**config.mk**
```make
export PLATFORM = sky130hd
export DESIGN_NAME = fifo_sync_block
export DESIGN_NICKNAME = d
export VERILOG_FILES = /design/src/rtl/fifo_sync_block.sv
export SDC_FILE = /design/constraint.sdc
export NUM_CORES = 1
export LEC_CHECK = 0
export CELL_PAD_IN_SITES_DETAIL_PLACEMENT = 0
export CELL_PAD_IN_SITES_GLOBAL_PLACEMENT = 1
export CORE_ASPECT_RATIO = 0.5
export CORE_UTILIZATION = 35
export CTS_CLUSTER_SIZE = 28
export DETAILED_ROUTE_END_ITERATION = 10
export PLACE_DENSITY_LB_ADDON = 0.1
export SLEW_MARGIN = 0
export SYNTH_ARGS = -nofsm -noshare
export SYNTH_HDL_FRONTEND = slang
export SYNTH_SLANG_ARGS = --single-unit
export TNS_END_PERCENT = 100
```
**constraint.sdc**
```tcl
create_clock -name clock_i -period 3.35 [get_ports clock_i]
set_clock_uncertainty 0.05 [all_clocks]
set_input_delay 0.67 -clock clock_i [delete_from_list [all_inputs] [get_ports clock_i]]
set_output_delay 0.67 -clock clock_i [all_outputs]
set_load 0.05 [all_outputs]
```
**src/rtl/fifo_sync_block.sv**
```systemverilog
// Synchronous single-clock FIFO with registered read data, fill-level
// accounting, programmable almost-full/almost-empty flags and optional
// sticky overflow/underflow error flags.
//
// Build option: define FIFO_SYNC_ERR_FLAG_EN to enable the sticky
// overflow_o/underflow_o flags and the err_clear_i input. Without it both
// flags are tied low and err_clear_i is ignored.
//
// Handshake: a write is accepted on a rising edge when write_en_i=1 and
// full_o=0; a read is accepted when read_en_i=1 and empty_o=0. An accepted
// read presents its word on data_o with data_valid_o=1 for exactly the one
// cycle following the accepting edge. Requests are levels, not held
// transactions: a rejected request is simply dropped.
module fifo_sync_block #(
  parameter int data_size = 8,
  parameter int addr_size = 3
) (
  input  logic                 clock_i,
  input  logic                 reset_i,
  input  logic                 write_en_i,
  input  logic [data_size-1:0] data_i,
  input  logic                 read_en_i,
  input  logic [addr_size:0]   almost_full_thresh_i,
  input  logic [addr_size:0]   almost_empty_thresh_i,
  input  logic                 err_clear_i,
  output logic [data_size-1:0] data_o,
  output logic                 data_valid_o,
  output logic [addr_size:0]   fill_level_o,
  output logic                 full_o,
  output logic                 empty_o,
  output logic                 almost_full_o,
  output logic                 almost_empty_o,
  output logic                 overflow_o,
  output logic                 underflow_o
);

  localparam int depth = 2 ** addr_size;

  // Count value meaning "every slot occupied": only the MSB of the
  // addr_size+1 bit counter is set.
  localparam logic [addr_size:0] depth_c = {1'b1, {addr_size{1'b0}}};

  // Storage array; contents are not reset, only the pointers and count.
  logic [data_size-1:0] mem_q [depth];

  logic [addr_size-1:0] wr_ptr_q, wr_ptr_d;
  logic [addr_size-1:0] rd_ptr_q, rd_ptr_d;
  logic [addr_size:0]   count_q,  count_d;
  logic [data_size-1:0] data_q,   data_d;
  logic                 valid_q,  valid_d;

  logic full_w;
  logic empty_w;
  logic wr_accept;
  logic rd_accept;

  // Status flags come straight from the registered count so they never
  // depend on the current cycle's requests.
  always_comb begin
    full_w         = (count_q == depth_c);
    empty_w        = (count_q == '0);
    almost_full_o  = (count_q >= almost_full_thresh_i);
    almost_empty_o = (count_q <= almost_empty_thresh_i);
  end

  // Request qualification: at full a simultaneous read still goes through
  // (freeing a slot next cycle) but the write is dropped; at empty the
  // write goes through and the read is dropped, so there is no fall-through.
  always_comb begin
    wr_accept = write_en_i & ~full_w;
    rd_accept = read_en_i & ~empty_w;
  end

  // Next-state for pointers, count and the registered read port.
  always_comb begin
    wr_ptr_d = wr_ptr_q;
    rd_ptr_d = rd_ptr_q;
    count_d  = count_q;
    data_d   = data_q;
    valid_d  = 1'b0;

    if (wr_accept) begin
      wr_ptr_d = wr_ptr_q + 1'b1;
    end

    if (rd_accept) begin
      rd_ptr_d = rd_ptr_q + 1'b1;
      data_d   = mem_q[rd_ptr_q];
      valid_d  = 1'b1;
    end

    unique case ({wr_accept, rd_accept})
      2'b10:   count_d = count_q + 1'b1;
      2'b01:   count_d = count_q - 1'b1;
      default: count_d = count_q;
    endcase
  end

  // Control and read-port registers, asynchronously cleared.
  always_ff @(posedge clock_i or posedge reset_i) begin
    if (reset_i) begin
      wr_ptr_q <= '0;
      rd_ptr_q <= '0;
      count_q  <= '0;
      data_q   <= '0;
      valid_q  <= 1'b0;
    end else begin
      wr_ptr_q <= wr_ptr_d;
      rd_ptr_q <= rd_ptr_d;
      count_q  <= count_d;
      data_q   <= data_d;
      valid_q  <= valid_d;
    end
  end

  // Storage write; only accepted writes touch the array.
  always_ff @(posedge clock_i) begin
    if (wr_accept) begin
      mem_q[wr_ptr_q] <= data_i;
    end
  end

`ifdef FIFO_SYNC_ERR_FLAG_EN
  logic overflow_q,  overflow_d;
  logic underflow_q, underflow_d;

  // Sticky error flags: a set event in the same cycle wins over a clear.
  // Overflow is any write request while full, even if a simultaneous read
  // is accepted; underflow is any read request while empty.
  always_comb begin
    overflow_d  = overflow_q;
    underflow_d = underflow_q;
    if (err_clear_i) begin
      overflow_d  = 1'b0;
      underflow_d = 1'b0;
    end
    if (write_en_i && full_w) begin
      overflow_d = 1'b1;
    end
    if (read_en_i && empty_w) begin
      underflow_d = 1'b1;
    end
  end

  // Error flag registers, asynchronously cleared.
  always_ff @(posedge clock_i or posedge reset_i) begin
    if (reset_i) begin
      overflow_q  <= 1'b0;
      underflow_q <= 1'b0;
    end else begin
      overflow_q  <= overflow_d;
      underflow_q <= underflow_d;
    end
  end

  assign overflow_o  = overflow_q;
  assign underflow_o = underflow_q;
`else
  // Error flags disabled: outputs are constant and the clear is unused.
  logic unused_err_clear;
  assign unused_err_clear = err_clear_i;
  assign overflow_o       = 1'b0;
  assign underflow_o      = 1'b0;
`endif

  assign data_o       = data_q;
  assign data_valid_o = valid_q;
  assign fill_level_o = count_q;
  assign full_o       = full_w;
  assign empty_o      = empty_w;

endmodule

```
* After elaboration in Yosys (flattened, before gate mapping)
Memory sizes are Yosys's and may differ from the RTL's. A register that Yosys moved wholly into a read port is not among the register bits. Cells that the tools add are included.
Storage, ports and cells: memories 1, bits in writable memories 64, bits in registers 11, bits of input ports 21, output and inout bits 19
Cells by class: bitwise gates (word level) 4, equal/unequal tests 3, $add $sub $neg 4, reduce and logical (&&, ||, !) cells 2, order comparisons 2, multiplexer cells 4
Memory list:
- mem_q | depth 8, bits a word 8, rd ports 1, clocked after Yosys merged registers in 1, wr ports 1, RTL line 44 | logic [data_size-1:0] mem_q [depth];
Operator list (number):
- $pmux 4 s2 | 1
- $add 3x1->3 const B | 2
- $add 4x1->4 const B | 1
- $eq 4x4->1 const B | 1
- $ge 4x4->1 | 1
- $le 4x4->1 | 1
- $logic_not 4->1 | 1
- $sub 4x1->4 const B | 1
- $mux 1 | 3
- $and 1x1->1 | 2
- $eq 2x1->1 const B | 1
- $eq 2x2->1 const B | 1
- $not 1->1 | 2
- $reduce_bool 2->1 | 1

* Logic depth before layout (Yosys ltp)
Gate-level depths: netlist of the first run.
depth in word-level cells 5, gate-level depth with buffers 10, gate-level depth less buffers 9

* Worst setup path before layout of the first run
No wires, ideal clock.
path type flip-flop to output port, start point register count_q[1] (netlist: fill_level_o[1]), end point output port almost_empty_o, path slack 0.009 ns, arrival 2.621 ns, cell stages (with the launch flop) 6, path through dfrtp_1 -> ha_1 -> nor2b_1 -> o21a_1 -> o21a_1 -> o21ai_0
On the way: cells in the longest elaborated chain, start to end 1
RTL lines:
- start: declaration | RTL line 48 | logic [addr_size:0] count_q, count_d;
- start signal: assignment | RTL line 110 | count_q <= count_d;
- $le 4x4->1 | RTL line 63 | almost_empty_o = (count_q <= almost_empty_thresh_i);
- end: declaration | RTL line 32 | output logic almost_empty_o,
No other way between the ends.

* Worst setup path after layout of the first run
start point input port almost_empty_thresh_i[1], end point output port almost_empty_o
On the way: cells in the longest elaborated chain, start to end 1
RTL lines:
- start: declaration | RTL line 24 | input logic [addr_size:0] almost_empty_thresh_i,
- $le 4x4->1 | RTL line 63
No other way between the ends.

==> results of run 1 <==
-- area by class of cell --
cell class	instances	area, um2	area share
multi-input combinational	140	1090	0.246
inverter	12	45.0	0.0102
sequential	83	2400	0.541
tap	135	169	0.0381
timing repair buffer	48	458	0.103
clock buffer	10	229	0.0517
clock inverter	6	41.3	0.00932
-- critical path, stage by stage --
cell and delay (ns):
clkdlybuf4s50_1 0.47, inv_1 0.05, ha_1 0.30, nor2b_1 0.14
o21a_1 0.16, o21a_1 0.16, o21ai_0 0.30, buf_12 0.19
-- flip-flops by register name, indices dropped and copies added (netlist names) --
| name | cells |
|---|---|
| mem_q | 64 |
| rd_ptr_q | 3 |
| wr_ptr_q | 3 |
| fill_level_o | 4 |
| data_o | 8 |
| data_valid_o | 1 |
-- report_power, final --
group | switching (W) | internal [W] | leakage [nW]
registers | 0.000177 | 0.00134 | 0.808
clock network | 0.000390 | 0.000502 | 0.127
logic | 0.00103 | 0.000689 | 0.755
total | 0.00159 | 0.00253 | 1.69
-- worst min path at each step --
stage               cells after the start                 endpoint
global route                            2    data_o[5]$_DFFE_PP0P_
floorplan                               2  wr_ptr_q[0]$_DFFE_PP0P_
detailed placement                      2    data_o[3]$_DFFE_PP0P_
global placement                        2    data_o[5]$_DFFE_PP0P_
CTS                                     2    data_o[3]$_DFFE_PP0P_
finish                                  2    data_o[5]$_DFFE_PP0P_
-- cell usage after synthesis (3+ instances only) --
cell,n
buf_6,3
o21ai_1,8
nand2b_1,5
dfrtp_1,19
nor2_1,8
inv_1,11
mux2_2,16
a221o_1,8
mux2i_1,17
buf_4,3
a21o_1,3
nor3_1,4
ha_1,13
edfxtp_1,64
nand2_1,24
o22ai_1,8
xnor2_1,4
-- routing by layer --
| layer | wire, um | vias up | share of wire | GRT usage |
|---|---|---|---|---|
| met4 | 44 | 0 | 0.0059 | 0.0428 |
| met5 | 0 | - | 0 | 0 |
| met3 | 326 | 4 | 0.044 | 0.0429 |
| met2 | 3330 | 56 | 0.45 | 0.248 |
| met1 | 3780 | 997 | 0.51 | 0.202 |
| li1 | - | 1008 | - | - |
-- metrics by stage --
step	worst slack [ns]	util	instances
after floorplan	0.00890	-	246
after global placement	0.225	0.426	418
after detailed placement	0.208	0.426	418
after CTS	0.193	0.454	434
after global routing	0.127	0.454	434
final	0.198	0.454	434
-- cells by family (layout without fill, tap and decap cells) --
logic type	after synthesis	in the layout
flip-flops	83	83
AND/OR/NAND/NOR	50	50
AO/OA/AOI/OAI	36	36
multiplexers	33	33
buffers and inverters	23	76
adder cells (fa/ha/maj)	14	14
XOR/XNOR	5	5
other	1	2
==> flow_summary_export.csv, run 1 <==
group,metric,value,unit
floorplan,coreArea,0.00976,mm2
final_layout,final_common_cell,"edfxtp_1",
final_layout,fill_cells,898,
final_layout,final_cell_area,0.00443,mm2
clock_network,postCtsSetupBuffers,0,
setup_path,crit_path_start_kind,"input port",
placement,gp_congestion,0.762,
floorplan,die_w,146,um
synthesis,synth_compound_area_frac,0.0758,
grt,grt_max_degree,20,
pwr,vdd_ir_drop_max,0.000302,V
synthesis,synth.area.top_cells,"edfxtp_1 (53%), dfrtp_1 (13%), mux2_2 (5.0%)",
setup_path,end_kind,"output pin",
sta,fin_hold_ws,0.441,ns
floorplan,rows,25,
synthesis,syn_avg_cell_area,14.8,um2
placement,dp_hpwl,5.06,mm
synthesis,yosysWarnings,0,
routing,drcViolationCount,0,
sta,fin_tns_setup,0,ns
grt,antenna_found_initial,0,
routing,num_vias,2065,
synthesis,synth_xor_area_frac,0.0121,
sta,max_freq,317,MHz
floorplan,die_area,0.0108,mm2
routing,drt-total-wl,7.47,mm
sta,max-slew-margin-rel,0.463,
clock_network,postCtsHoldBufs,0,
clock_network,cts_resized,0,
setup_path,crit_start,"almost_empty_thresh_i[1]",
clock_network,root_buffer,"clkbuf_16",
sta,fin_crit,3.15,ns
synthesis,ys_types,39,
min_path,hold_start,"data_o[5]$_DFFE_PP0P_",
placement,numPortBuffers,36,
synthesis,syn_area,0.00363,mm2
routing,postRouteAntennaNets,0,
pwr,power,0.00413,W
setup_path,rr_worst_depth,9,
clock_network,cts_buffer_depth,2,
final_layout,syn_to_final_growth,22.0,%
clock_network,cts_num_sinks,83,
final_layout,antennaDiodeCount,0,
min_path,hp-class,"reg -> reg",
clock_network,htreeDepth,3,
synthesis,synth_area_leader_cell,"edfxtp_1",
grt,grtUsageTotal,0.151,
synthesis,async_flop_share,0.229,
routing,wire_per_inst,17.2,um
routing,first_pass_iters,4,
placement,dpl_cell_area,0.00416,mm2
final_layout,fin_nets,329,
sta,rsz0062_at_grt,"no",
synthesis,synth_top_family_by_area,"multiplexers",
floorplan,start_util,0.372,
setup_path,required,2.63,ns
sta,finalHoldViolCount,0,
setup_path,r2r_start,"fill_level_o[1]$_DFFE_PP0P_",
final_layout,final_layout_size_suffix_gt1_frac,0.157,
grt,grt_pass1_vias,2126,
synthesis,synth_cells,245,
sta,worstMarginPinSlew,0.803,ns
synthesis,synth-main-ff-cell,"edfxtp_1",
setup_path,reg2reg_to,"fill_level_o[3]$_DFFE_PP0P_",
grt,grt_pass1_wl,11.8,mm
setup_path,rrSetupSlack,0.75,ns
clock_network,numCtsBuffers,9,
run,maxCapViolations,0,
sta,timing.final.crit_share,0.941,
routing,drtIter0Drc,95,
pwr,p_leak,1.69,nW
grt,globalRoute.totalOverflow,0,
final_layout,most-common-layout-cells,"edfxtp_1 (64), clkdlybuf4s50_1 (34), nand2_1 (24)",
sta,setup_violations,0,
synthesis,synthSimpleGateAreaFrac,0.0631,
floorplan,die_y,74.0,um
synthesis,post_synth_mux_area_share,0.0965,
clock_network,clock_latency,0.33,ns
floorplan,io_pins,40,
setup_path,path_class,"in -> out",
setup_path,cp_max_fo,2,
routing,vias_per_cell,4.76,
synthesis,synthAdderAreaFrac,0.0503,
clock_network,cts_tree,"yes",
setup_path,worst_ep_arrival_time,2.43,ns
synthesis,ys_ff_latch,83,
synthesis,synth-edff-count,64,
setup_path,cp-endpoint,"almost_empty_o",
synthesis,yosysSeqAreaShare,0.660,
sta,maxSlewViolCount,0,
clock_network,clk_pin_slew,0.06,ns
synthesis,yosys.area.top_type_share,0.529,
pwr,power.density,933,mW/mm2
outcome,status,"complete, no violations",
(Power assumes the default switching activity.)
==> run 2: changes to the inputs <==
--- a/config.mk
+++ b/config.mk
@@ -8,9 +8,11 @@
 export CELL_PAD_IN_SITES_DETAIL_PLACEMENT = 0
 export CELL_PAD_IN_SITES_GLOBAL_PLACEMENT = 1
 export CORE_ASPECT_RATIO = 0.5
+export CORE_MARGIN = 2
 export CORE_UTILIZATION = 35
 export CTS_CLUSTER_SIZE = 28
 export DETAILED_ROUTE_END_ITERATION = 10
+export MAX_ROUTING_LAYER = met4
 export PLACE_DENSITY_LB_ADDON = 0.1
 export SLEW_MARGIN = 0
 export SYNTH_ARGS = -nofsm -noshare
==> constraint.sdc (replaced) <==
create_clock -name clock_i -period 3.75 [get_ports clock_i]
set_clock_uncertainty 0.05 [all_clocks]
set_input_delay 0.75 -clock clock_i [delete_from_list [all_inputs] [get_ports clock_i]]
set_output_delay 0.75 -clock clock_i [all_outputs]
set_load 0.05 [all_outputs]
==> run 2 against run 1 <==
- final cell count is 0.92% higher
- sequential share of layout area is 0.55 points lower
- combinational power fell by 13%
- core utilization down 1.3 points
- critical path type unchanged
- worst hold slack lost 0.00076 ns
- critical endpoint unchanged
- sequential power decreased by 7%
- global-route usage shrank 0.35 points
- largest cell class unchanged
- clock power increased by 2.5%
- total power is 7.4% lower
- highest routed layer unchanged
==> flow_summary_export.csv, run 2 (synthesis results as in run 1) <==
group,metric,value,unit
outcome,status,"complete, no violations",
grt,grt_max_degree,22,
setup_path,path_cells,"clkdlybuf4s50_1 > inv_1 > ha_1 > nor2b_1 > o21a_1 > o21a_1 > o21ai_0 > buf_12",
setup_path,crit_family,"buffers and inverters",
floorplan,die_w,148,um
clock_network,cts_resized,0,
setup_path,required,2.95,ns
final_layout,syn_to_final_growth,23.2,%
setup_path,path_class,"in -> out",
setup_path,crit_path_top_delay_cell,"clkdlybuf4s50_1",
placement,numPortBuffers,36,
sta,max_freq,305,MHz
floorplan,die_area,0.0113,mm2
clock_network,cts_num_sinks,83,
clock_network,cts_buffer_depth,2,
routing,drt-total-wl,7.49,mm
pwr,swShare,0.373,
final_layout,final_common_cell,"edfxtp_1",
floorplan,coreArea,0.0101,mm2
final_layout,final_util,0.441,
sta,rsz0062_at_grt,"no",
final_layout,multi_input_area,0.00109,mm2
clock_network,postCtsSetupBuffers,0,
floorplan,rows,26,
grt,grt_busiest_layer,"met2",
pwr,p_switching,0.00142,W
grt,use_met2,0.230,
placement,gp_congestion,0.768,
final_layout,antennaDiodeCount,0,
routing,num_vias,2047,
grt,grtUsageMet1,0.187,
grt,globalRoute.totalOverflow,0,
floorplan,die_y,76.0,um
routing,wire_per_inst,17.1,um
grt,grtUsageTotal,0.148,
setup_path,crit_path_start_kind,"input port",
clock_network,clk_pin_slew,0.06,ns
grt,grt_pass1_wl,11.8,mm
grt,grt_pass1_vias,2170,
setup_path,worst_path_largest_cell_delay,0.45,ns
routing,postRouteAntennaNets,0,
clock_network,postCtsHoldBufs,0,
sta,worstMarginPinSlew,1.05,ns
grt,gr-usage-met3,0.0479,
sta,maxSlewViolCount,0,
placement,dp_hpwl,5.24,mm
clock_network,root_buffer,"clkbuf_16",
final_layout,largest_reg_flops,64,
routing,drtIter0Drc,96,
setup_path,worst_ep_arrival_time,2.48,ns
pwr,p_leak,1.71,nW
sta,finalHoldViolCount,0,
sta,setup_violations,0,
clock_network,htreeDepth,3,
floorplan,start_util,0.358,
pwr,power.share.sequential,0.369,
final_layout,regArea,0.00240,mm2
final_layout,final_cells,438,
final_layout,most-common-layout-cells,"edfxtp_1 (64), clkdlybuf4s50_1 (34), nand2_1 (24)",
pwr,pwr-share-comb,0.392,
sta,max-slew-margin-rel,0.298,
floorplan,io_pins,40,
setup_path,end_kind,"output pin",
placement,placedCellCount,422,
final_layout,fin_nets,328,
sta,fin_tns_setup,0,ns
pwr,internal_power,0.00240,W
sta,fin_crit,3.28,ns
pwr,power.density,855,mW/mm2
grt,antenna_found_initial,0,
clock_network,cts_tree,"yes",
final_layout,fill_cells,912,
setup_path,crit_top_cell,"o21a_1",
clock_network,clock_latency,0.33,ns
routing,first_pass_iters,4,
setup_path,path_buf_inv,3,
sta,timing.final.crit_share,0.875,
final_layout,top_register,"mem_q",
min_path,hp-class,"reg -> reg",
pwr,clkPwrFrac,0.239,
routing,vias_per_cell,4.67,
clock_network,numCtsBuffers,9,
routing,drcViolationCount,0,
final_layout,final_layout_size_suffix_gt1_frac,0.158,
setup_path,cp_max_fo,2,
run,maxCapViolations,0,
pwr,vdd_ir_drop_max,0.000284,V
run 2: path summary, 6_finish.rpt:
kind                       depth (start not counted)                     endpoint  slack (ns)                        start
max                                                8               almost_empty_o        0.47     almost_empty_thresh_i[1]
min                                                2        data_o[1]$_DFFE_PP0P_        0.44        data_o[1]$_DFFE_PP0P_
max reg2reg                                        8  fill_level_o[3]$_DFFE_PP0P_        0.54  fill_level_o[0]$_DFFE_PP0P_
min reg2reg                                        2        data_o[1]$_DFFE_PP0P_        0.44        data_o[1]$_DFFE_PP0P_
max in group asynchronous                          2        data_o[1]$_DFFE_PP0P_        2.40                      reset_i
min in group asynchronous                          2        data_o[0]$_DFFE_PP0P_        0.80                      reset_i
run 2: final cells by class:
class	instances	area share
flip-flops and latches	83	0.536
multi-input cells	140	0.243
repair buffers	47	0.101
clock buffers	10	0.0512
well taps	140	0.0392
clock inverters	6	0.0196
inverters	12	0.0101
run 2: power by group through the flow:
stage	logic, W	registers [W]	clock network [W]
2_1_floorplan	0.000888	0.00157	0
3_3_place_gp	0.00148	0.00142	0
3_5_place_dp	0.00151	0.00143	0
4_1_cts	0.00152	0.00141	0.000937
5_1_grt	0.00163	0.00144	0.000975
6_report	0.00150	0.00141	0.000914
run 2: layer usage:
metal,wire length (um),vias up
met2,3420,54
li1,-,1008
met5,0,-
met1,3590,979
met4,74,0
met3,407,6
run 2: per-stage QoR:
step / hold WS [ns] / power (W) / setup slack [ns] / area (um2)
3_3_place_gp: 0.425 / 0.00290 / 0.499 / 4160
6_report: 0.440 / 0.00382 / 0.467 / 4470
2_1_floorplan: 0.436 / 0.00246 / 0.329 / 3630
3_5_place_dp: 0.436 / 0.00294 / 0.428 / 4160
4_1_cts: 0.449 / 0.00387 / 0.449 / 4470
5_1_grt: 0.478 / 0.00404 / 0.167 / 4470
run 2: worst register-to-register path, cell delays in order, from the launching register on:
cell	delay, ns
dfrtp_1	0.49
o41ai_4	0.96
inv_2	0.15
ha_1	0.29
ha_1	0.29
a21o_2	0.23
a2111oi_0	0.39
nand4b_1	0.17
nand3_1	0.07
